File: src/rtl/tff_counter_pkg.sv
// Shared definitions for the toggle-cell counter: the mode encoding and its field width.
package tff_counter_pkg;

    localparam int MODE_W = 2;

    typedef enum logic [MODE_W-1:0] {
        MODE_HOLD   = 2'b00,
        MODE_TOGGLE = 2'b01,
        MODE_UP     = 2'b10,
        MODE_DOWN   = 2'b11
    } mode_e;

endpackage

File: src/rtl/tff_counter_cell.sv
// One T flip-flop with a synchronous parallel-load override and async active-high reset.
module tff_cell (
    input  logic clk,
    input  logic reset,
    input  logic rst_val,
    input  logic tog,
    input  logic ld,
    input  logic ld_val,
    output logic q
);

    // NOTE: sequential state is written with <= so every cell samples pre-edge values.
    always_ff @(posedge clk or posedge reset) begin
        if (reset) begin
            q <= rst_val;
        end else if (ld) begin
            q <= ld_val;
        end else if (tog) begin
            q <= ~q;
        end
    end

endmodule

File: src/rtl/tff_counter.sv
// WIDTH-bit toggle/up/down/load register built from tff_cell instances, with
// optional saturation, combinational terminal count and a sticky overflow flag.
module tff_counter
    import tff_counter_pkg::*;
#(
    parameter int WIDTH     = 4,
    parameter int RESET_VAL = 0,
    parameter int SATURATE  = 0
) (
    input  logic              clk,
    input  logic              reset,
    input  logic              en,
    input  logic [MODE_W-1:0] mode,
    input  logic [WIDTH-1:0]  t,
    input  logic              load,
    input  logic [WIDTH-1:0]  d,
    input  logic              clr_ovf,
    output logic [WIDTH-1:0]  q,
    output logic              tc,
    output logic              ovf
);

    localparam logic [WIDTH-1:0] RST_V = WIDTH'(RESET_VAL);

    mode_e            mode_sel;
    logic [WIDTH-1:0] up_tog;
    logic [WIDTH-1:0] dn_tog;
    logic [WIDTH-1:0] tog_en;
    logic             all_ones;
    logic             all_zero;
    logic             ovf_q;
    logic             ovf_d;

    assign mode_sel = mode_e'(mode);

    // Prefix-AND chains: bit i toggles when every lower bit is 1 (up) or 0 (down).
    always_comb begin
        up_tog[0] = 1'b1;
        dn_tog[0] = 1'b1;
        for (int i = 1; i < WIDTH; i++) begin
            up_tog[i] = up_tog[i-1] & q[i-1];
            dn_tog[i] = dn_tog[i-1] & ~q[i-1];
        end
    end

    assign all_ones = up_tog[WIDTH-1] & q[WIDTH-1];
    assign all_zero = dn_tog[WIDTH-1] & ~q[WIDTH-1];

    assign tc = en & ~load & (((mode_sel == MODE_UP)   & all_ones) |
                              ((mode_sel == MODE_DOWN) & all_zero));

    // NOTE: assigning the default first keeps this block free of inferred latches.
    always_comb begin
        tog_en = '0;
        if (en) begin
            case (mode_sel)
                MODE_TOGGLE: tog_en = t;
                MODE_UP:     tog_en = up_tog;
                MODE_DOWN:   tog_en = dn_tog;
                default:     tog_en = '0;
            endcase
        end
        if ((SATURATE != 0) && tc) begin
            tog_en = '0;
        end
    end

    for (genvar i = 0; i < WIDTH; i++) begin : g_cell
        tff_cell u_cell (
            .clk     (clk),
            .reset   (reset),
            .rst_val (RST_V[i]),
            .tog     (tog_en[i]),
            .ld      (load),
            .ld_val  (d[i]),
            .q       (q[i])
        );
    end

    // Set beats clear when both occur on the same edge.
    always_comb begin
        ovf_d = ovf_q;
        if (tc) begin
            ovf_d = 1'b1;
        end else if (clr_ovf) begin
            ovf_d = 1'b0;
        end
    end

    always_ff @(posedge clk or posedge reset) begin
        if (reset) begin
            ovf_q <= 1'b0;
        end else begin
            ovf_q <= ovf_d;
        end
    end

    assign ovf = ovf_q;

endmodule

File: config.mk
export PLATFORM = sky130hd
export DESIGN_NAME = tff_counter
export DESIGN_NICKNAME = d
export VERILOG_FILES = /design/src/rtl/tff_counter_pkg.sv /design/src/rtl/tff_counter_cell.sv /design/src/rtl/tff_counter.sv
export SDC_FILE = /design/constraint.sdc
export NUM_CORES = 1
export LEC_CHECK = 0
export ABC_CLOCK_PERIOD_IN_PS = 1900
export CORE_AREA = 4 4 45 47
export CTS_CLUSTER_DIAMETER = 80
export CTS_CLUSTER_SIZE = 24
export DETAILED_ROUTE_END_ITERATION = 6
export DIE_AREA = 0 0 49 51
export MAX_ROUTING_LAYER = met4
export PLACE_DENSITY = 0.57
export SLEW_MARGIN = 20
export SYNTH_ARGS = -nofsm -noshare
export SYNTH_HDL_FRONTEND = slang
export SYNTH_SLANG_ARGS = --single-unit
File: constraint.sdc
create_clock -name clk -period 1.9 [get_ports clk]
set_input_delay 0.38 -clock clk [delete_from_list [all_inputs] [get_ports clk]]
set_output_delay 0.38 -clock clk [all_outputs]
set_load 0.005 [all_outputs]
==> run_results.csv, run 1 <==
group,metric,value,unit
outcome,outcome,"complete, no violations",
yosys,synth_cells,50,
detailed_routing,drtIter0Drc,5,
worst_setup_path,crit_fanout,2,
yosys,synth_nets,65,
detailed_routing,wl_per_cell,11.8,um
floorplan,rows,15,
detailed_routing,ant_nets,0,
worst_setup_path,start_kind,"input pin",
global_route,grt_pass1_wl,1960,um
yosys,netlist.area_leader.share,0.270,
placement,preCtsSetupSlack,-396,ps
sta,setup_slack,176,ps
power,powerDensity,599,nW/um2
yosys,yosysSeqAreaShare,0.270,
sta,tightest_slew,224,ps
detailed_routing,drc,0,
worst_setup_path,critPathRequiredTime,1520,ps
clock_tree,h-tree-depth,1,
yosys,syn_area,463,um2
min_path,hp-class,"in -> async",
power,vdd_drop_max,433,uV
detailed_routing,vias_per_cell,4.85,
floorplan,die-area,2500,um2
worst_setup_path,endpoint_kind,"primary output",
clock_tree,cts_buffers,3,
yosys,ys_seq_elements,5,
global_route,grt_usage,0.104,
floorplan,fp.coreArea,1650,um2
yosys,synth_top_area_cell,"dfrtp_1",
clock_tree,cts_tree,"built",
clock_tree,numClockSinks,5,
clock_tree,clock_latency,240,ps
final_layout,diodes,0,
placement,place_congestion,0.746,
placement,hpwl,910,um
yosys,async_flop_share,1.00,
yosys,synthTopCellsByArea,"dfrtp_1 27%, buf_4 8.1%, buf_6 4.9%",
sta,slew_viol_final,0,
detailed_routing,dr.pass1.iters,4,
sta,slew_headroom,0.850,
yosys,synth_commonest_cells,"5 x buf_4, 5 x dfrtp_1, 5 x inv_1",
yosys,synthFlopType,"dfrtp_1",
job,cap_violations,0,
detailed_routing,via_count,446,
yosys,avgSynthCellArea,9.26,um2
floorplan,die_w,49,um
clock_tree,clk_pin_slew_worst_paths,40,ps
sta,period_needed,1720,ps
detailed_routing,drt-total-wl,1090,um
floorplan,io_pins,21,
clock_tree,cts_root_buffer,"clkbuf_4",
sta,setup_viol_count_final,0,
worst_setup_path,r2r-start,"g_cell[0].u_cell.q$_DFFE_PP0P_",
placement,portBuffers,20,
global_route,grt_max_degree,11,
global_route,gr-total-overflow,0,
floorplan,start_util,0.280,
sta,hold_violations,0,
worst_setup_path,reg2reg_to,"g_cell[1].u_cell.q$_DFFE_PP0P_",
yosys,synth_cell_type_count,31,
worst_setup_path,critPathKind,"in -> out",
final_layout,drive_gt1_frac,0.253,
power,p_total,0.420,mW
yosys,yosysWarnings,0,
sta,rsz0062_at_grt,"no",
worst_setup_path,arrival,1340,ps
global_route,grt_pass1_vias,480,
yosys,synth_edf_count,0,
power,leakagePower,0.311,nW
final_layout,fin_nets,91,
clock_tree,cts_hold_buf,0,
worst_setup_path,ff2ff_path_depth,5,
global_route,antenna_found_initial,0,
sta,finClkSkew,0.491,ps
clock_tree,cts_max_path_buffers,2,
sta,finalCritPeriodShare,0.907,
worst_setup_path,r2r_slack,450,ps
sta,fmax,580,MHz
floorplan,fp.dieH,51,um
final_layout,area_growth,51.6,%
-- placed cells by master, fill, tap and decap left out, drive strengths merged, types with 2 or more instances in the layout --
| cell | n |
|---|---|
| clkdlybuf4s50 | 18 |
| buf | 10 |
| inv | 5 |
| dfrtp | 5 |
| clkbuf | 4 |
| a21oi | 3 |
| nand2 | 3 |
| xnor2 | 2 |
| nand3 | 2 |
| nand2b | 2 |
-- repair_timing --
action / CTS / global route
setup buffers: 1 / 0
resized for setup: 5 / 0
setup endpoints to repair: 1 / 0
-- worst max-delay path, stage by stage --
cell           delay [ps]
dlygate4sd2_1         240
and3b_1               230
nand3_1                90
a211oi_2              250
buf_2                 150
-- area by class of cell --
type | count | area (um2)
fillers | 181 | 950
repair buffers | 29 | 262
multi-input cells | 32 | 249
flip-flops and latches | 5 | 125
clock buffers | 4 | 26.3
well taps | 17 | 21.3
inverters | 5 | 18.8
-- per-stage QoR --
stage	setup TNS [ps]	hold WS, ps	utilization	std cells	instance area, um2
6_report	0	343	0.425	92	702
5_1_grt	0	343	0.425	92	702
4_1_cts	0	340	0.425	92	702
3_5_place_dp	-420	472	0.408	87	674
3_3_place_gp	-401	468	0.408	87	674
2_1_floorplan	0	159	-	50	463
-- power by group --
part           leakage [nW]  total (mW)  internal [mW]  switching [mW]
registers            0.0614       0.129          0.120         0.00879
logic                 0.234       0.168          0.102          0.0661
clock network        0.0150       0.123         0.0794          0.0437
total                 0.311       0.420          0.302           0.119
-- registers in the layout, summed over array words and instances (netlist names) --
name,flops
g_cell.u_cell.q,4
ovf,1
-- worst max path at each step --
stage | start | endpoint | slack (ps) | cells after the start
floorplan | mode[0] | tc | 500 | 4
detailed placement | mode[0] | tc | -400 | 5
CTS | mode[0] | tc | 150 | 5
global route | mode[0] | tc | 60 | 5
global placement | mode[0] | tc | -400 | 5
finish | mode[0] | tc | 180 | 5
-- cell families (layout without fill, tap and decap cells) --
family,Yosys count,in the layout,share of synthesized area
compound gates,10,10,0.176
xor+xnor,3,3,0.0568
buf+inv,13,38,0.192
flops,5,5,0.270
mux,2,2,0.0459
simple gates,17,17,0.259
-- metal layers --
metal	up-vias	part of all wire	GRT usage
met2	11	0.58	0.178
met3	2	0.040	0.0350
met1	212	0.37	0.111
li1	221	-	-
met4	0	0.0074	0.0404
met5	-	0	-
Power figures use the tool's default switching activity.
==> inputs of run 2 (changes only) <==
--- a/config.mk
+++ b/config.mk
@@ -11,6 +11,7 @@
 export CTS_CLUSTER_SIZE = 24
 export DETAILED_ROUTE_END_ITERATION = 6
 export DIE_AREA = 0 0 49 51
+export GPL_TIMING_DRIVEN = 0
 export MAX_ROUTING_LAYER = met4
 export PLACE_DENSITY = 0.57
 export SLEW_MARGIN = 20
==> run_results.csv, run 2 (synthesis gave the netlist of run 1 again) <==
group,metric,value,unit
outcome,outcome,"complete, no violations",
global_route,grt_pass1_wl,1390,um
detailed_routing,dr_wl_met2,531,um
clock_tree,cts_hold_buf,0,
detailed_routing,wl_met1,399,um
clock_tree,cts_buffers,3,
clock_tree,cts_tree,"built",
floorplan,die_w,49,um
sta,slew_viol_final,0,
worst_setup_path,crit_fanout,9,
sta,period_needed,1760,ps
worst_setup_path,endpoint_kind,"primary output",
final_layout,final_cell_mix,"17 x clkdlybuf4s50_1, 10 x buf_4, 5 x inv_1",
sta,fmax,568,MHz
sta,finalCritPeriodShare,0.927,
min_path,hp-class,"in -> async",
global_route,antenna_found_initial,0,
global_route,grt_usage,0.0766,
sta,hold_violations,0,
power,combPwrFrac,0.407,
final_layout,drive_gt1_frac,0.338,
clock_tree,clk_pin_slew_worst_paths,40,ps
job,cap_violations,0,
floorplan,io_pins,21,
final_layout,fin_nets,93,
floorplan,rows,15,
detailed_routing,drt-total-wl,988,um
worst_setup_path,slowest_delay,370,ps
placement,place_congestion,0.684,
power,vdd_drop_max,347,uV
placement,dp.cells,85,
final_layout,largest_reg_flops,4,
detailed_routing,vias_per_cell,4.61,
power,leakagePower,0.323,nW
clock_tree,cts_root_buffer,"clkbuf_4",
power,p_int,0.316,mW
sta,finClkSkew,0.940,ps
floorplan,fp.dieH,51,um
sta,setup_viol_count_final,0,
detailed_routing,dr.pass1.iters,3,
global_route,gr-total-overflow,0,
power,p_seq_frac,0.316,
floorplan,start_util,0.280,
detailed_routing,drtIter0Drc,2,
worst_setup_path,critPathRequiredTime,1520,ps
worst_setup_path,crit_buf_inv,2,
final_layout,mostFrequentLayoutCell,"clkdlybuf4s50_1",
worst_setup_path,path_delay_family,"flip-flops",
detailed_routing,ant_nets,0,
placement,portBuffers,18,
clock_tree,numClockSinks,5,
final_layout,area_growth,57.8,%
global_route,grt_pass1_vias,347,
detailed_routing,wl_met3,56,um
worst_setup_path,arrival,1380,ps
floorplan,fp.coreArea,1650,um2
detailed_routing,top_layer_used,"met3",
placement,postPlaceCellArea,664,um2
sta,tightest_slew,232,ps
clock_tree,h-tree-depth,1,
power,p_sw_frac,0.272,
detailed_routing,via_count,433,
global_route,grt_max_degree,11,
worst_setup_path,critPathKind,"reg -> out",
sta,slew_headroom,0.845,
final_layout,diodes,0,
detailed_routing,wl_per_cell,10.5,um
final_layout,nFillCells,170,
worst_setup_path,start_kind,"flip-flop",
power,powerDensity,594,nW/um2
power,switchingPower,0.118,mW
sta,rsz0062_at_grt,"no",
clock_tree,clock_latency,240,ps
final_layout,regMostFlops,"g_cell.u_cell.q",
final_layout,stdcell_count,94,
power,clock_power_share,0.277,
placement,hpwl,783,um
worst_setup_path,path_cells,"buf_4 -> nor3_2 -> nand3_1 -> a211oi_2 -> buf_2",
clock_tree,cts_max_path_buffers,2,
power,p_total,0.434,mW
detailed_routing,drc,0,
final_layout,final_cell_area,731,um2
floorplan,die-area,2500,um2
worst_setup_path,cp_slowest_cell,"dfrtp_1",
[run 2: power by group through the flow]
stage | Clock, mW | Combinational [mW] | Sequential [mW]
3_5_place_dp | 0 | 0.158 | 0.139
3_3_place_gp | 0 | 0.158 | 0.138
2_1_floorplan | 0 | 0.0957 | 0.134
6_report | 0.120 | 0.177 | 0.137
4_1_cts | 0.124 | 0.159 | 0.137
5_1_grt | 0.134 | 0.192 | 0.138
[run 2: worst paths after layout]
path	from	end	slack (ps)	depth (start not counted)
max	g_cell[0].u_cell.q$_DFFE_PP0P_	tc	140	5
min	reset	g_cell[0].u_cell.q$_DFFE_PP0P_	340	2
max reg2reg	g_cell[0].u_cell.q$_DFFE_PP0P_	g_cell[1].u_cell.q$_DFFE_PP0P_	460	5
min reg2reg	ovf$_DFFE_PP0P_	ovf$_DFFE_PP0P_	490	1
max in group asynchronous	reset	g_cell[1].u_cell.q$_DFFE_PP0P_	1370	2
min in group clk	ovf$_DFFE_PP0P_	ovf$_DFFE_PP0P_	490	1
[run 2: metrics by stage]
| step | setup slack [ps] | util | setup TNS (ps) | hold slack (ps) |
|---|---|---|---|---|
| after floorplan | 504 | - | 0 | 159 |
| after global placement | -360 | 0.402 | -360 | 464 |
| after detailed placement | -365 | 0.402 | -365 | 476 |
| after CTS | 61.1 | 0.420 | 0 | 343 |
| after global routing | 26.1 | 0.442 | 0 | 357 |
| final | 139 | 0.442 | 0 | 342 |
[run 2: what timing repair did]
action | in CTS | in global routing
pin swaps | 1 | 1
gates resized for setup | 4 | 3
setup buffers | 1 | 4
endpoints found under the setup margin | 1 | 1
[run 2: per-layer routing]
metal | track usage | vias up
li1 | - | 222
met1 | 0.0741 | 200
met2 | 0.128 | 11
met3 | 0.0350 | 0
met4 | 0.0404 | 0
met5 | - | -
[run 2: final cells by class]
| type | count | area (um2) | share of cell area |
|---|---|---|---|
| tap | 17 | 21.3 | 0.0291 |
| inverter | 5 | 18.8 | 0.0257 |
| multi-input combinational | 32 | 254 | 0.348 |
| timing repair buffer | 23 | 213 | 0.291 |
| clock buffer | 4 | 26.3 | 0.0360 |
| sequential | 5 | 128 | 0.175 |
| buffer | 8 | 70.1 | 0.0959 |
